$ cat src/rtl/roi_band_centroid_if.sv
// Pixel-stream input and band-result output bundle for roi_band_centroid.
// The slave modport is the tracker itself; master is whoever feeds pixels and consumes results.
interface roi_band_centroid_if #(
    parameter int IMG_W      = 640,
    parameter int PIX_W      = 4,
    parameter int ROI_HEIGHT = 32,
    parameter int NUM_ROI    = 2
);
    localparam int XW = $clog2(IMG_W);
    localparam int CW = $clog2(ROI_HEIGHT * IMG_W + 1);
    localparam int RW = (NUM_ROI > 1) ? $clog2(NUM_ROI) : 1;

    logic             in_valid;
    logic             sof;
    logic [PIX_W-1:0] pixel_in;
    logic [PIX_W-1:0] thr;
    logic             res_valid;
    logic             res_ready;
    logic [RW-1:0]    res_roi;
    logic [XW-1:0]    res_x;
    logic [CW-1:0]    res_count;
    logic             res_lost;
    logic             overrun;
    logic             frame_done;

    modport master (
        output in_valid, sof, pixel_in, thr, res_ready,
        input  res_valid, res_roi, res_x, res_count, res_lost, overrun, frame_done
    );

    modport slave (
        input  in_valid, sof, pixel_in, thr, res_ready,
        output res_valid, res_roi, res_x, res_count, res_lost, overrun, frame_done
    );
endinterface

$ cat src/rtl/roi_band_centroid.sv
// Per-band x-centroid of above-threshold pixels, serial restoring divide, one
// valid/ready result per band per frame with lost-line and overrun reporting.
module roi_band_centroid #(
    parameter int IMG_W      = 640,
    parameter int IMG_H      = 480,
    parameter int PIX_W      = 4,
    parameter int ROI_HEIGHT = 32,
    parameter int NUM_ROI    = 2,
    parameter int MIN_PIXELS = 8
) (
    input  logic               clk,
    input  logic               rst,
    roi_band_centroid_if.slave bus
);
    localparam int XW  = $clog2(IMG_W);
    localparam int YW  = $clog2(IMG_H);
    localparam int YW1 = YW + 1;
    localparam int CW  = $clog2(ROI_HEIGHT * IMG_W + 1);
    localparam int SW  = $clog2(ROI_HEIGHT * IMG_W * IMG_W);
    localparam int RW  = (NUM_ROI > 1) ? $clog2(NUM_ROI) : 1;
    localparam int STW = $clog2(SW + 1);

    typedef enum logic [1:0] {S_IDLE, S_DIV, S_HOLD} state_t;

    // ---------------- raster position ----------------
    logic [XW-1:0] col_reg;
    logic [XW-1:0] cur_col;
    logic [YW-1:0] row_reg;
    logic [YW-1:0] cur_row;
    logic          last_col;
    logic          last_line;

    assign cur_col   = bus.sof ? '0 : col_reg;
    assign cur_row   = bus.sof ? '0 : row_reg;
    assign last_col  = (cur_col == XW'(IMG_W - 1));
    assign last_line = (cur_row == YW'(IMG_H - 1));

    always_ff @(posedge clk or posedge rst) begin
        if (rst) begin
            col_reg <= '0;
            row_reg <= '0;
        end else if (bus.in_valid) begin
            if (last_col) begin
                col_reg <= '0;
                row_reg <= last_line ? '0 : cur_row + YW'(1);
            end else begin
                col_reg <= cur_col + XW'(1);
                row_reg <= cur_row;
            end
        end
    end

    // ---------------- band membership ----------------
    // rel_row counts rows up from the image bottom; band gi owns rel rows
    // gi*ROI_HEIGHT .. gi*ROI_HEIGHT+ROI_HEIGHT-1, and its raster-last row is off==0.
    logic [YW:0]        rel_row;
    logic [NUM_ROI-1:0] in_band;
    logic [NUM_ROI-1:0] band_last;
    logic [RW-1:0]      band_idx;

    assign rel_row = YW1'(IMG_H - 1) - {1'b0, cur_row};

    genvar gi;
    generate
        for (gi = 0; gi < NUM_ROI; gi++) begin : g_band
            logic [YW:0] off;
            assign off           = rel_row - YW1'(gi * ROI_HEIGHT);
            assign in_band[gi]   = (off < YW1'(ROI_HEIGHT));
            assign band_last[gi] = (off == '0);
        end
    endgenerate

    always_comb begin
        band_idx = '0;
        for (int k = 0; k < NUM_ROI; k++) begin
            if (in_band[k]) band_idx = RW'(k);
        end
    end

    // ---------------- accumulation ----------------
    logic [SW-1:0] sum_reg;
    logic [SW-1:0] fin_sum;
    logic [CW-1:0] cnt_reg;
    logic [CW-1:0] fin_cnt;
    logic          hit;
    logic          cpl;
    logic          enough;

    assign hit     = bus.in_valid && (|in_band) && (bus.pixel_in > bus.thr);
    assign fin_sum = (bus.sof ? '0 : sum_reg) + (hit ? SW'(cur_col) : '0);
    assign fin_cnt = (bus.sof ? '0 : cnt_reg) + CW'(hit);
    // sof forces position (0,0), which can never close a band
    assign cpl     = bus.in_valid && !bus.sof && last_col && (|band_last);
    assign enough  = (fin_cnt >= CW'(MIN_PIXELS));

    always_ff @(posedge clk or posedge rst) begin
        if (rst) begin
            sum_reg <= '0;
            cnt_reg <= '0;
        end else if (cpl) begin
            sum_reg <= '0;
            cnt_reg <= '0;
        end else if (bus.in_valid) begin
            sum_reg <= fin_sum;
            cnt_reg <= fin_cnt;
        end
    end

    // ---------------- restoring divider step ----------------
    logic [SW-1:0]  dq_reg;
    logic [SW-1:0]  dq_next;
    logic [CW-1:0]  rem_reg;
    logic [CW-1:0]  rem_next;
    logic [CW-1:0]  cnt_lat_reg;
    logic [RW-1:0]  roi_lat_reg;
    logic [STW-1:0] step_reg;
    logic [CW:0]    trial;
    logic [CW:0]    diff;
    logic           qbit;

    // dq_reg shifts dividend bits out at the top and quotient bits in at the bottom
    assign trial    = {rem_reg, dq_reg[SW-1]};
    assign diff     = trial - {1'b0, cnt_lat_reg};
    assign qbit     = !diff[CW];
    assign rem_next = qbit ? diff[CW-1:0] : trial[CW-1:0];
    assign dq_next  = {dq_reg[SW-2:0], qbit};

    // ---------------- result FSM ----------------
    state_t        state_reg;
    logic          res_valid_reg;
    logic [RW-1:0] res_roi_reg;
    logic [XW-1:0] res_x_reg;
    logic [CW-1:0] res_count_reg;
    logic          res_lost_reg;
    logic          overrun_reg;
    logic          accept;

    assign accept = cpl && ((state_reg == S_IDLE) ||
                            ((state_reg == S_HOLD) && bus.res_ready));

    always_ff @(posedge clk or posedge rst) begin
        if (rst) begin
            state_reg     <= S_IDLE;
            res_valid_reg <= 1'b0;
            res_roi_reg   <= '0;
            res_x_reg     <= '0;
            res_count_reg <= '0;
            res_lost_reg  <= 1'b0;
            overrun_reg   <= 1'b0;
            dq_reg        <= '0;
            rem_reg       <= '0;
            cnt_lat_reg   <= '0;
            roi_lat_reg   <= '0;
            step_reg      <= '0;
        end else begin
            if (bus.in_valid && bus.sof) begin
                overrun_reg <= 1'b0;
            end else if (cpl && !accept) begin
                overrun_reg <= 1'b1;
            end

            case (state_reg)
                S_DIV: begin
                    dq_reg   <= dq_next;
                    rem_reg  <= rem_next;
                    step_reg <= step_reg + STW'(1);
                    if (step_reg == STW'(SW - 1)) begin
                        state_reg     <= S_HOLD;
                        res_valid_reg <= 1'b1;
                        res_x_reg     <= dq_next[XW-1:0];
                        res_count_reg <= cnt_lat_reg;
                        res_roi_reg   <= roi_lat_reg;
                        res_lost_reg  <= 1'b0;
                    end
                end
                S_HOLD: begin
                    if (bus.res_ready) begin
                        state_reg     <= S_IDLE;
                        res_valid_reg <= 1'b0;
                    end
                end
                default: ;
            endcase

            // a completion in the transfer cycle is served exactly as in IDLE
            if (accept) begin
                if (enough) begin
                    state_reg     <= S_DIV;
                    res_valid_reg <= 1'b0;
                    dq_reg        <= fin_sum;
                    rem_reg       <= '0;
                    cnt_lat_reg   <= fin_cnt;
                    roi_lat_reg   <= band_idx;
                    step_reg      <= '0;
                end else begin
                    state_reg     <= S_HOLD;
                    res_valid_reg <= 1'b1;
                    res_x_reg     <= '0;
                    res_count_reg <= fin_cnt;
                    res_roi_reg   <= band_idx;
                    res_lost_reg  <= 1'b1;
                end
            end
        end
    end

    assign bus.res_valid  = res_valid_reg;
    assign bus.res_roi    = res_roi_reg;
    assign bus.res_x      = res_x_reg;
    assign bus.res_count  = res_count_reg;
    assign bus.res_lost   = res_lost_reg;
    assign bus.overrun    = overrun_reg;
    assign bus.frame_done = bus.in_valid && last_col && last_line;
endmodule

$ cat src/flat_wrapper.sv
// flat-port wrapper written by rule: the top's interface ports become plain ports
module roi_band_centroid_flat 
#(
    parameter int IMG_W      = 640,
    parameter int IMG_H      = 480,
    parameter int PIX_W      = 4,
    parameter int ROI_HEIGHT = 32,
    parameter int NUM_ROI    = 2,
    parameter int MIN_PIXELS = 8
)
  (clk, rst, bus_in_valid, bus_sof, bus_pixel_in, bus_thr, bus_res_ready, bus_res_valid, bus_res_roi, bus_res_x, bus_res_count, bus_res_lost, bus_overrun, bus_frame_done);
  roi_band_centroid_if #(.IMG_W(IMG_W), .PIX_W(PIX_W), .ROI_HEIGHT(ROI_HEIGHT), .NUM_ROI(NUM_ROI)) bus_i ();
  input  logic clk;
  input  logic rst;
  input wire logic [$bits(bus_i.in_valid)-1:0] bus_in_valid;
  input wire logic [$bits(bus_i.sof)-1:0] bus_sof;
  input wire logic [$bits(bus_i.pixel_in)-1:0] bus_pixel_in;
  input wire logic [$bits(bus_i.thr)-1:0] bus_thr;
  input wire logic [$bits(bus_i.res_ready)-1:0] bus_res_ready;
  output wire logic [$bits(bus_i.res_valid)-1:0] bus_res_valid;
  output wire logic [$bits(bus_i.res_roi)-1:0] bus_res_roi;
  output wire logic [$bits(bus_i.res_x)-1:0] bus_res_x;
  output wire logic [$bits(bus_i.res_count)-1:0] bus_res_count;
  output wire logic [$bits(bus_i.res_lost)-1:0] bus_res_lost;
  output wire logic [$bits(bus_i.overrun)-1:0] bus_overrun;
  output wire logic [$bits(bus_i.frame_done)-1:0] bus_frame_done;
  assign bus_i.in_valid = bus_in_valid;
  assign bus_i.sof = bus_sof;
  assign bus_i.pixel_in = bus_pixel_in;
  assign bus_i.thr = bus_thr;
  assign bus_i.res_ready = bus_res_ready;
  assign bus_res_valid = bus_i.res_valid;
  assign bus_res_roi = bus_i.res_roi;
  assign bus_res_x = bus_i.res_x;
  assign bus_res_count = bus_i.res_count;
  assign bus_res_lost = bus_i.res_lost;
  assign bus_overrun = bus_i.overrun;
  assign bus_frame_done = bus_i.frame_done;
  roi_band_centroid #(.IMG_W(IMG_W), .IMG_H(IMG_H), .PIX_W(PIX_W), .ROI_HEIGHT(ROI_HEIGHT), .NUM_ROI(NUM_ROI), .MIN_PIXELS(MIN_PIXELS)) u_core (.clk(clk), .rst(rst), .bus(bus_i));
endmodule
$ cat config.mk
export PLATFORM = sky130hd
export DESIGN_NAME = roi_band_centroid_flat
export DESIGN_NICKNAME = d
export VERILOG_FILES = /design/src/rtl/roi_band_centroid_if.sv /design/src/rtl/roi_band_centroid.sv /design/src/flat_wrapper.sv
export SDC_FILE = /design/constraint.sdc
export NUM_CORES = 1
export LEC_CHECK = 0
export CORE_ASPECT_RATIO = 1.1
export CORE_MARGIN = 4
export CORE_UTILIZATION = 34
export CTS_CLUSTER_DIAMETER = 150
export DETAILED_ROUTE_END_ITERATION = 12
export PLACE_DENSITY = 0.52
export SLEW_MARGIN = 0
export SYNTH_ARGS = -nofsm -noshare
export SYNTH_HDL_FRONTEND = slang
export SYNTH_SLANG_ARGS = --single-unit
$ cat constraint.sdc
create_clock -name clk -period 11.1 [get_ports clk]
set_clock_uncertainty 0.1 [all_clocks]
set_input_delay 3.33 -clock clk [delete_from_list [all_inputs] [get_ports clk]]
set_output_delay 3.33 -clock clk [all_outputs]
set_load 0.1 [all_outputs]
==> Word level (Yosys, flattened, before mapping) <==
Index checks and enable logic that the tools add are counted.
{ "word_totals": {"reg_bits": 149, "latchBits": 0, "ram_bits": 0, "romBits": 0, "input_bits": 13, "out_inout_bits": 30, "word_cells": 111, "mem_count": 0} }
{ "classes": {"n_addsub": 8, "multipliers": 0, "n_div": 0, "magnitude_cmp": 4, "n_eq_ne": 7, "shifts": 0, "mux": 51, "bitwise": 0, "reduce_logical": 25} }
{ "op_table": {"columns": ["cell", "n"], "rows": [
  ["$mux 15", 11],
  ["$mux 24", 6],
  ["$mux 10", 7],
  ["$mux 9", 3],
  ["$add 24x24->24", 1],
  ["$logic_not 10->1", 2],
  ["$lt 10x6->1 const B", 2],
  ["$sub 16x15->16", 1],
  ["$add 15x1->15", 1],
  ["$ge 15x4->1 const B", 1],
  ["$mux 1", 15],
  ["$mux 5", 3],
  ["$logic_and 1x1->1", 11],
  ["$add 10x1->10 const B", 1],
  ["$eq 10x10->1 const B", 1],
  ["$sub 10x6->10 const B", 1],
  ["$sub 9x9->10 const A", 1],
  ["$add 9x1->9 const B", 1],
  ["$eq 9x9->1 const B", 1],
  ["$mux 2", 4],
  ["$add 5x1->5 const B", 1],
  ["$eq 5x5->1 const B", 1],
  ["$gt 4x4->1", 1],
  ["$pmux 2 s2", 1],
  ["other kinds (13)", 17]
]} }

==> Depth between registers and ports, before layout <==
Gate-level depths: netlist (run 1).
{ "logic_depth": {"word_depth": 11, "ltp_mapped": 24, "ltp_nobuf": 18} }

==> Least setup slack after synthesis (run 1) <==
Ideal clock, no wire load.
{ "synth_timing": {"kind": "input -> output", "startpoint": "input bus_sof", "endpoint": "output bus_frame_done", "arrival_time_ns": 6.074, "t_required_ns": 7.670, "setup_slack_ns": 1.596, "cell_stages": 10, "path_buffers": 3, "path_cell_list": "buf_6 -> clkbuf_1 -> clkbuf_1 -> nor2_1 -> ha_1 -> nand3_1 -> nor4_2 -> and3_1 -> and2_1 -> and3_1"} }
{ "synth_between": {"elab_chain_len": 4, "word_cells_on_any_way": 6, "classes_between": "eq/ne (2); mux (2); reduce/logical (2)"} }
{ "synth_rtl": {"columns": ["item", "line", "source"], "rows": [
  ["start, declared", "flat_wrapper.sv:16", "input wire logic [$bits(bus_i.sof)-1:0] bus_sof;"],
  ["$mux 10", "roi_band_centroid.sv:33", "assign cur_col = bus.sof ? '0 : col_reg;"],
  ["$eq 10x10->1", "roi_band_centroid.sv:35", "assign last_col = (cur_col == XW'(IMG_W - 1));"],
  ["$logic_and 1x1->1", "roi_band_centroid.sv:213", "assign bus.frame_done = bus.in_valid && last_col && last_line;"],
  ["$logic_and 1x1->1 *", "roi_band_centroid.sv:213", null],
  ["end, declared", "flat_wrapper.sv:26", "output wire logic [$bits(bus_i.frame_done)-1:0] bus_frame_done;"]
]} }
Mark *: on every way between the ends. The rest lies on a longest branch, timed or not.

==> Worst setup path in the final report (run 1) <==
Ends and elaborated chain as after synthesis.

==> qor.yml, run 1 <==
p_int_uw: 878.5
overflow: 0
pwr-share-comb_pct: 7.4
post_cts_buffers: 0
finalSetupTns_ns: 0
synth_top_family_by_area: "simple AND/OR/NAND/NOR gates"
core-area_um2: 26070
finalCritPeriodShare_pct: 83.51
cp.arrival_ns: 5.84
initial_core_util_pct: 34.42
fill_cells: 2701
core.rowCount: 62
io_pins: 43
synth-simple-area-share_pct: 19.79
synth_seq_cells: 148
sw_frac_of_total_pct: 25.42
route.detailed.drc: 0
yosys.area_share.adder_pct: 6.025
required_ns: 7.67
tightest_slew_ns: 1.037
slew_viol_final: 0
startpoint_type: "input port"
utilization_pct: 39.24
synth_top_area_share_pct: 41.28
maxCapViolCount: 0
p_leak_nw: 4.197
yosysSeqAreaShare_pct: 41.28
synth.most_common_cell: "dfrtp_1"
clock-sinks: 148
place_inst: 1363
final_antenna_net_count: 0
clock-root-buffer: "clkbuf_16"
rsz0062_at_grt: "false"
fp.dieH_um: 178.4
power_density_nw_per_um2: 115.2
grt_pass1_wl_mm: 36.96
p_sw_uw: 299.4
syn_area_per_cell_um2: 8.839
hp-class: "reg -> reg"
syn2layout_area_growth_pct: 14.02
synth-main-ff-cell: "dfrtp_1"
finalNonFillerCells: 1394
clockPowerShare_pct: 45.8
cts.repair.resized: 0
clk_latency_ns: 0.42
port_buffers: 42
cts.path.max_buffers: 2
via_count: 7187
cts_hold_buf: 0
ir_drop_uv: 71.41
synth-compound-area-share_pct: 18.76
dr.pass1.iters: 5
synth-xor-area-share_pct: 4.784
finalWirelength_mm: 21.71
cp-end-kind: "output pin"
hpwlAfterDp_mm: 14.67
synth_edf_count: 0
status: "finished, final reports clean"
fmax_mhz: 107.9
drt_iter0_markers: 434
yosysWarnings: 0
critPathMaxFanout: 21
setup_violations: 0
yosys.cell_types.count: 64
cts_tree: "built"
hold_ws_ns: 0.3751
place_congestion: 0.8067
synthTopCellsByArea: "dfrtp_1, nand2_1, ha_1, o21ai_0, mux2i_1"
synthMuxAreaShare_pct: 4.603
layout_min_cycle_time_ns: 9.270
seq_power_share_pct: 46.8
dieWidth_um: 162.9
drive_above_1_share_pct: 5.950
yosys.area.top_type: "dfrtp_1"
synth_area_um2: 8971
die_area_um2: 29050
clk_pin_slew_ns: 0.06
slew_headroom_pct: 30.86
grt_max_degree: 101
synthCells: 1015
cts_inserted_buffers: 17
track_usage_pct: 15.66
grt_pass1_vias: 7048
htree_levels: 4
antenna_found_initial: 0
wl_per_cell_um: 15.57
synth_common_cells: "dfrtp_1, nand2_1, o21ai_0, nor2_1, a21oi_1"
async_flop_share_pct: 100.0
diodes: 0
vias_per_cell: 5.156
synthesis.nets: 1070
nets: 1085
critical_path_class: "in -> out"
finalHoldViolCount: 0
[worst max-delay path: stages]
cell,delay [ns]
buf_2,0.21
inv_1,0.08
buf_4,0.27
nand2_1,0.16
inv_1,0.10
ha_1,0.18
nand3_1,0.15
nor4_2,0.28
buf_4,0.21
and3_1,0.19
and2_1,0.20
and3_1,0.17
buf_4,0.29
[stage by stage]
stage / total power, mW / instance area [um^2] / setup slack [ns]
floorplan: 0.6229 / 8971 / 1.596
global placement: 0.6494 / 9686 / 1.785
detailed placement: 0.6499 / 9686 / 1.545
CTS: 1.198 / 10230 / 1.797
global route: 1.230 / 10230 / 1.468
finish: 1.178 / 10230 / 1.830
[cells in the final DEF, fill, tap and decap left out, types with 5 or more instances in the layout]
cell,synthesis,layout
buf_4,0,13
clkbuf_16,0,17
o22ai_1,10,10
o21bai_1,7,7
nor2_1,73,73
clkinv_4,0,5
inv_1,43,42
and2_1,18,18
a21oi_1,61,60
dfrtp_1,148,148
a22o_1,7,7
mux2i_1,39,39
nor2b_1,30,30
and3_1,11,11
a31oi_1,11,11
nor3_1,22,22
xnor2_1,38,37
o31ai_1,9,9
clkdlybuf4s50_1,0,39
nor3b_1,6,6
nand2_1,144,144
nand3_1,22,22
nand2b_1,9,9
o2bb2ai_1,21,21
a21o_1,10,10
o21ai_0,81,81
a211oi_1,22,22
nand4_1,12,12
xor2_1,11,11
ha_1,40,39
[kinds of logic after synthesis]
group                      Yosys count
and+or+nand+nor                    368
DFF                                148
AOI/OAI and AO/OA                  265
adders and majority gates           42
buffers and inverters              102
xor gates and xnor gates            49
muxes                               41
[layer usage]
layer / global-route usage, % / wire, um
met4: 3.460 / 209
met5: 0 / 0
met1: 21.64 / 10700
met3: 2.427 / 641
met2: 26.06 / 10160
[power by group through the flow]
stage	Clock [mW]	Combinational (mW)	Sequential (mW)
4_1_cts	0.558	0.0891	0.551
2_1_floorplan	0	0.0495	0.573
5_1_grt	0.579	0.0991	0.552
3_5_place_dp	0	0.0888	0.561
6_report	0.539	0.0876	0.551
3_3_place_gp	0	0.0887	0.561
[final cells by class]
cell class	count	area (um^2)	share of cell area [%]
inverters	44	170.2	1.664
clock inverters	12	110.1	1.076
flip-flops and latches	148	3704	36.21
well taps	352	440.4	4.306
clock buffers	19	432.9	4.232
multi-input cells	765	4873	47.65
repair buffers	54	498.0	4.868
[worst paths after layout]
kind,to,slack (ns),start,cells after the start
setup / recovery,bus_frame_done,1.83,bus_sof,13
hold / removal,u_core.bus.res_lost,0.38,u_core.bus.res_lost,1
setup reg to reg,u_core.dq_reg[14],4.72,u_core.row_reg[6],16
hold reg to reg,u_core.bus.res_lost,0.38,u_core.bus.res_lost,1
max in group asynchronous,u_core.dq_reg[17],6.17,rst,3
min in group asynchronous,u_core.bus.res_x[4],3.31,rst,2
Note: power is estimated with default switching activity, not from simulation.
==> inputs of run 2 (changes only) <==
--- a/config.mk
+++ b/config.mk
@@ -10,7 +10,7 @@
 export CORE_UTILIZATION = 34
 export CTS_CLUSTER_DIAMETER = 150
 export DETAILED_ROUTE_END_ITERATION = 12
-export PLACE_DENSITY = 0.52
+export PLACE_DENSITY = 0.54
 export SLEW_MARGIN = 0
 export SYNTH_ARGS = -nofsm -noshare
 export SYNTH_HDL_FRONTEND = slang
==> constraint.sdc (replaced) <==
create_clock -name clk -period 8.4 [get_ports clk]
set_clock_uncertainty 0.1 [all_clocks]
set_input_delay 2.52 -clock clk [delete_from_list [all_inputs] [get_ports clk]]
set_output_delay 2.52 -clock clk [all_outputs]
set_load 0.1 [all_outputs]
==> qor.yml, run 2 (same netlist as run 1, synthesis figures left out) <==
status: "finished, final reports clean"
critical_path_class: "in -> reg"
finalPower_mw: 1.615
htree_levels: 4
seqCellArea_um2: 3704
fmax_mhz: 133.0
required_ns: 8.55
diodes: 0
syn2layout_area_growth_pct: 14.91
fp.dieH_um: 178.4
post_cts_buffers: 0
utilization_pct: 39.55
cts.repair.resized: 0
seq_power_share_pct: 45.1
min_path_cells: 1
clock-root-buffer: "clkbuf_16"
finalWirelength_mm: 21.68
final_common_cell: "dfrtp_1"
ir_drop_uv: 80.59
track_usage_pct: 15.62
regToRegSetupSlack_ns: 2.67
antenna_found_initial: 0
io_pins: 43
wl_per_cell_um: 15.51
design_area_um2: 10310
clockPowerShare_pct: 47.6
dr.pass1.iters: 5
overflow: 0
die_area_um2: 29050
route.detailed.drc: 0
sw_frac_of_total_pct: 24.21
finalNonFillerCells: 1398
via_count: 7125
cts.path.max_buffers: 2
grt_pass1_wl_mm: 37.05
clock-sinks: 148
place_inst: 1367
cp-end-kind: "register"
cts_inserted_buffers: 17
dieWidth_um: 162.9
vias_per_cell: 5.097
nets: 1089
port_buffers: 42
clk_latency_ns: 0.42
p_sw_uw: 391.0
timing.rr.end: "u_core.dq_reg[14]"
slew_viol_final: 0
slew_headroom_pct: 31.43
multi_input_area_um2: 4866
drt_iter0_markers: 404
final_antenna_net_count: 0
setup_violations: 0
fill_cells: 2676
finalSetupTns_ns: 0
hold_end: "u_core.bus.res_lost"
hpwlAfterDp_mm: 14.70
critPathMaxFanout: 100
core.rowCount: 62
core-area_um2: 26070
cts_hold_buf: 0
hold_start: "u_core.bus.res_lost"
drive_above_1_share_pct: 6.214
place_congestion: 0.8082
startpoint_type: "input port"
cts_tree: "built"
p_int_mw: 1.224
power_density_nw_per_um2: 156.7
place_area_um2: 9721
grt_pass1_vias: 7056
initial_core_util_pct: 34.42
p_leak_nw: 4.244
finalCritPeriodShare_pct: 89.48
maxCapViolCount: 0
clk_pin_slew_ns: 0.06
rr_worst_depth: 16
hp-class: "reg -> reg"
pwr-share-comb_pct: 7.3
finalHoldViolCount: 0
cp.arrival_ns: 7.67
layout_min_cycle_time_ns: 7.516
r2r_start: "u_core.row_reg[6]"
tightest_slew_ns: 1.029
grt_max_degree: 101
rsz0062_at_grt: "false"
layout_common_cells: "dfrtp_1, nand2_1, o21ai_0, nor2_1, a21oi_1"
run 2: power groups by stage:
stage / Combinational, mW / Clock, mW / Sequential, mW
detailed placement: 0.119 / 0 / 0.742
global placement: 0.118 / 0 / 0.741
floorplan: 0.0654 / 0 / 0.758
finish: 0.117 / 0.769 / 0.729
global route: 0.131 / 0.820 / 0.729
CTS: 0.119 / 0.792 / 0.729
run 2: cell type report:
cell class              count  area share, %
well taps                 352          4.272
multi-input cells         765          47.20
clock inverters             7         0.9346
flip-flops and latches    148          35.93
repair buffers             58          5.243
inverters                  44          1.651
clock buffers              24          4.770
run 2: how the worst max path moves through the flow:
stage / start / end / slack [ns] / depth (start not counted)
finish: bus_sof / u_core.dq_reg[14] / 0.88 / 17
CTS: bus_sof / bus_frame_done / 0.90 / 13
floorplan: bus_sof / bus_frame_done / 0.52 / 10
detailed placement: bus_sof / u_core.dq_reg[14] / 0.50 / 17
global route: bus_sof / u_core.dq_reg[14] / 0.21 / 17
global placement: bus_sof / u_core.dq_reg[17] / 0.70 / 18
run 2: routing by layer:
| layer | wire length, um | vias to the layer above | global-route usage (%) |
|---|---|---|---|
| met1 | 11080 | 3395 | 22.24 |
| met2 | 9721 | 96 | 24.78 |
| met5 | 0 | - | 0 |
| li1 | - | 3614 | - |
| met3 | 560 | 20 | 2.519 |
| met4 | 319 | 0 | 4.229 |
run 2: critical path: stages:
cell	delay, ns
buf_2	0.13
nor2b_1	0.29
ha_1	0.35
nor2_1	0.07
a22o_1	0.19
a2111oi_0	0.39
o21ai_0	0.33
a211oi_1	0.40
ha_1	0.28
nand4b_4	0.20
nor3_1	0.47
nand3_1	0.15
xnor2_1	0.18
or4_1	0.54
o311a_4	0.67
a211oi_1	0.41
a21oi_1	0.07
run 2: per-stage QoR:
stage / hold slack (ns) / setup slack (ns)
final: 0.3709 / 0.8836
after global routing: 0.3913 / 0.2114
after CTS: 0.3781 / 0.9004
after detailed placement: 0.3648 / 0.4957
after global placement: 0.3613 / 0.7039
after floorplan: 0.3471 / 0.5164
==> inputs of run 3 (changes only) <==
--- a/config.mk
+++ b/config.mk
@@ -10,7 +10,8 @@
 export CORE_UTILIZATION = 34
 export CTS_CLUSTER_DIAMETER = 150
 export DETAILED_ROUTE_END_ITERATION = 12
-export PLACE_DENSITY = 0.54
+export HOLD_SLACK_MARGIN = 0.1
+export PLACE_DENSITY = 0.52
 export SLEW_MARGIN = 0
 export SYNTH_ARGS = -nofsm -noshare
 export SYNTH_HDL_FRONTEND = slang
==> constraint.sdc (replaced) <==
create_clock -name clk -period 9.5 [get_ports clk]
set_clock_uncertainty 0.1 [all_clocks]
set_input_delay 2.85 -clock clk [delete_from_list [all_inputs] [get_ports clk]]
set_output_delay 2.85 -clock clk [all_outputs]
set_load 0.1 [all_outputs]
==> qor.yml, run 3 (same netlist as run 1, synthesis figures left out) <==
regToRegSetupSlack_ns: 3.71
dieWidth_um: 162.9
hold_end: "u_core.sum_reg[5]"
initial_core_util_pct: 34.42
tightest_slew_ns: 0.9968
fin_ws_ns: 1.488
setup_violations: 0
status: "finished, final reports clean"
ir_drop_uv: 84.79
rsz0062_at_grt: "false"
multi_input_area_um2: 4873
maxCapViolCount: 0
clock-sinks: 148
finalWirelength_mm: 21.83
startpoint_type: "input port"
cts_inserted_buffers: 17
diodes: 0
clock-root-buffer: "clkbuf_16"
htree_levels: 4
io_pins: 43
cp_slowest_cell: "o311a_4"
final_antenna_net_count: 0
port_buffers: 42
dr.pass1.iters: 5
drive_above_1_share_pct: 6.501
crit_path_start: "bus_sof"
finalNonFillerCells: 1398
p_leak_nw: 4.216
grt_max_degree: 101
final_common_cell: "dfrtp_1"
clk_pin_slew_ns: 0.07
place_congestion: 0.8110
cts_tree: "built"
fill_cells: 2688
hold_start: "u_core.sum_reg[5]"
slowest_delay_ns: 0.68
finalCritPeriodShare_pct: 84.34
finalSetupTns_ns: 0
gr-usage-met2_pct: 25.33
met1_usage_pct: 21.51
grt_busiest_layer: "met2"
layout_common_cells: "dfrtp_1, nand2_1, o21ai_0, nor2_1, a21oi_1"
required_ns: 9.65
core.rowCount: 62
critPathMaxFanout: 100
fmax_mhz: 124.8
cts.path.max_buffers: 2
r2r_start: "u_core.row_reg[6]"
antenna_found_initial: 0
dpl_worst_slack_ns: 1.096
cp.arrival_ns: 8.16
seqCellArea_um2: 3704
place_inst: 1366
use_met3_pct: 2.288
min_path_cells: 1
slew_viol_final: 0
track_usage_pct: 15.54
core-area_um2: 26070
cts_hold_buf: 0
path_cells: "buf_2, nor2b_1, ha_1, nor2_1, a22o_1, a2111oi_0, o21ai_0, a211oi_1, buf_4, ha_1, nand4b_4, nor3_1, nand3_1, xnor2_1, or4_1, o311a_4, a211oi_1, a21oi_1"
nets: 1088
overflow: 0
via_count: 7199
layout_min_cycle_time_ns: 8.012
hpwlAfterDp_mm: 14.86
syn2layout_area_growth_pct: 14.74
critical_path_class: "in -> reg"
grt_pass1_vias: 7043
wl_per_cell_um: 15.62
fp.dieH_um: 178.4
clk_latency_ns: 0.43
grt_pass1_wl_mm: 36.59
rr_worst_depth: 17
slew_headroom_pct: 33.54
drt_iter0_markers: 509
vias_per_cell: 5.149
finalHoldViolCount: 0
die_area_um2: 29050
post_cts_buffers: 0
hp-class: "reg -> reg"
timing.rr.end: "u_core.dq_reg[14]"
cts.repair.resized: 0
power_density_nw_per_um2: 136.7
route.detailed.drc: 0
cp-end-kind: "register"
## run 3: cell type report
class                      count  area share [%]
clock buffer                  17           4.133
sequential                   148           35.98
clock inverter                15           1.434
multi-input combinational    765           47.34
inverter                      44           1.653
timing repair buffer          57           5.178
tap                          352           4.279
## run 3: worst max path at each step
stage / to / cells after the start / slack [ns]
after floorplan: bus_frame_done / 10 / 0.96
after global placement: u_core.bus.res_x[5] / 18 / 1.23
after detailed placement: u_core.dq_reg[17] / 18 / 1.10
after CTS: bus_frame_done / 12 / 1.49
after global routing: u_core.dq_reg[14] / 18 / 1.03
final: u_core.dq_reg[14] / 18 / 1.49
## run 3: power breakdown
group / leakage, nW / switching (mW) / internal, mW
Combinational: 2.29 / 0.0718 / 0.0295
Clock: 0.267 / 0.294 / 0.368
Sequential: 1.66 / 0.00640 / 0.638
Total: 4.22 / 0.372 / 1.03
## run 3: metrics by stage
step           total power [mW]  cell area, um^2  hold slack [ns]  util [%]
3_3_place_gp             0.7577             9721           0.3636     37.29
6_report                  1.407            10290           0.3859     39.49
2_1_floorplan            0.7279             8971           0.3471         -
5_1_grt                   1.466            10290           0.4026     39.49
3_5_place_dp             0.7586             9721           0.3720     37.29
4_1_cts                   1.426            10290           0.3908     39.49
## run 3: per-layer routing
metal / up-vias / part of all wire, %
li1: 3621 / -
met1: 3436 / 49
met2: 119 / 46
met3: 23 / 3.6
met4: 0 / 1.3
met5: - / 0
## run 3: worst max-delay path, delay by kind of cell
family / cells / cell delay [ns]
xor gates and xnor gates: 1 / 0.18
AOI/OAI and AO/OA: 7 / 2.35
adders and majority gates: 2 / 0.57
buffers and inverters: 2 / 0.42
and+or+nand+nor: 6 / 1.75
==> edit, RTL diff (flow settings as in run 3) <==
Re-encode `state_t` (3 states) as one-hot, 3 bits wide.
--- a/src/rtl/roi_band_centroid.sv
+++ b/src/rtl/roi_band_centroid.sv
@@ -20,7 +20,7 @@
     localparam int RW  = (NUM_ROI > 1) ? $clog2(NUM_ROI) : 1;
     localparam int STW = $clog2(SW + 1);
 
-    typedef enum logic [1:0] {S_IDLE, S_DIV, S_HOLD} state_t;
+    typedef enum logic [2:0] {S_IDLE = 3'b001, S_DIV = 3'b010, S_HOLD = 3'b100} state_t;
 
     // ---------------- raster position ----------------
     logic [XW-1:0] col_reg;
Formal check against the unedited RTL: same outputs for any inputs over 10 cycles, from zero or initial values and one cycle with rst high; not proved beyond that.
==> edit against run 3 <==
Design area down 1.5%; wire length up 0.33%; combinational power decreased by 42%; area after synthesis decreased by 0.86%; total power shrank 4.8%; setup slack better by 0.22 ns; sequential cell count increased by 1; clock power shrank 3.5%; maximum frequency increased by 2.9%; largest cell class unchanged; highest routed layer unchanged.
==> edit: results (changes against run 3) <==
| Metric | Value |
|---|---|
| Max stage delay on crit path | 0.35 ns (was 0.68 ns) |
| Yosys Warn Count | 0 (unchanged) |
| Post-synthesis cell type count | 69 (was 64) |
| Slew headroom | 0.344 (was 0.335) |
| Largest cells by area after synthesis | dfrtp_1, ha_1, nor2_1 (was dfrtp_1, nand2_1, ha_1) |
| Final period utilization | 0.820 (was 0.843) |
| WL/cell | 16.1 um (was 15.6 um) |
| CP Capture Point | bus_frame_done (was u_core.dq_reg[14]) |
| Clock slew at reported path FFs | 0.06 ns |
| Seq/Total Area, Yosys | 0.419 (was 0.413) |
| Crit-path max FO | 21 (was 100) |
| Status | complete, no violations (unchanged) |
| Top delay family on crit path | simple AND/OR/NAND/NOR gates (was compound AO/OA/AOI/OAI gates) |
| Post-DP Area | 9600 sq um (was 9720 sq um) |
| Worst setup path start | bus_sof (unchanged) |
| Hold Path Depth | 1 (unchanged) |
| Arr. time, crit path | 4.84 ns (was 8.16 ns) |
| Synth top area share | 0.416 (was 0.413) |
| Average cell area after synthesis | 9.03 sq um (was 8.84 sq um) |
| Initial drt markers | 368 (was 509) |
| First-pass GRT wire length | 36700 um (was 36600 um) |
| Int Pwr | 0.992 mW (was 1.03 mW) |
| Number of global-route vias before repair | 6884 (was 7043) |
| Global placement routability congestion | 0.797 (was 0.811) |
| Worst reg2reg startpoint | u_core.row_reg[5] (was u_core.row_reg[6]) |
| P per Cell Area | 132 nW/um^2 (was 137 nW/um^2) |
| Cell Count Post-Placement | 1330 (was 1366) |
| Final wirelength | 21900 um (was 21800 um) |
| Pre-CTS setup slack | 1.30 ns (was 1.10 ns) |
| Share of cells above drive strength 1 | 0.0768 (was 0.0650) |
| Clk buf depth | 2 (unchanged) |
| Clock network power share | 0.477 (was 0.470) |
| 1st-pass router iterations | 5 (unchanged) |
| Fillers | 2609 (was 2688) |
| Gr usage total | 0.158 (was 0.155) |
| Largest net degree at the start of global routing | 91 (was 101) |
| Hold Path End | u_core.bus.res_lost (was u_core.sum_reg[5]) |
| CTS Buf Count | 17 (unchanged) |
| Nets@finish | 1055 (was 1088) |
| HP Class | flop to flop (unchanged) |
| CTS root buf | clkbuf_16 (unchanged) |
| RR Endpoint | u_core.bus.res_x[9] (was u_core.dq_reg[14]) |
| Syn Nets | 1037 (was 1070) |
| Slowest-stage cell, CP | nor4_2 (was o311a_4) |
| Hold WS | 0.378 ns (was 0.386 ns) |
| Worst vdd rail ir drop | 0.0826 mV (was 0.0848 mV) |
| Flop pwr share | 0.479 (was 0.458) |
| Post-synth top cells | dfrtp_1, nor2_1, a21oi_1, nand2_1, o21ai_0 (was dfrtp_1, nand2_1, o21ai_0, nor2_1, a21oi_1) |
| Worst hold start | u_core.bus.res_lost (was u_core.sum_reg[5]) |
| HPWL Detailed | 14800 um (was 14900 um) |
| R2R setup slack | 4.10 ns (was 3.71 ns) |
| Leakage power | 4.28 nW (was 4.22 nW) |
| Vias | 7101 (was 7199) |
| Setup Fix Bufs, Post-CTS | 0 (unchanged) |
[edit: cells by family (layout without fill, tap and decap cells)]
| logic type | Yosys count | in the layout | share of synthesized area |
|---|---|---|---|
| buf+inv | 104 | 135 | 0.0499 |
| mux | 41 | 41 | 0.0473 |
| compound gates | 244 | 244 | 0.174 |
| simple gates | 360 | 360 | 0.206 |
| fa+ha+maj | 39 | 39 | 0.0566 |
| xor+xnor | 48 | 48 | 0.0473 |
| flops | 149 | 149 | 0.419 |
[edit: area by class of cell]
class / count / area (sq um) / area share
multi-input combinational: 732 / 4730 / 0.466
sequential: 149 / 3730 / 0.368
timing repair buffer: 52 / 508 / 0.0501
tap: 346 / 433 / 0.0427
clock buffer: 17 / 425 / 0.0419
inverter: 51 / 196 / 0.0194
clock inverter: 15 / 120 / 0.0118
[edit: routing by layer]
metal,global-route usage,up-vias,part of all wire
met4,0.0465,0,0.012
met5,0,-,0
met3,0.0200,17,0.024
met1,0.224,3462,0.50
li1,-,3530,-
met2,0.252,92,0.46
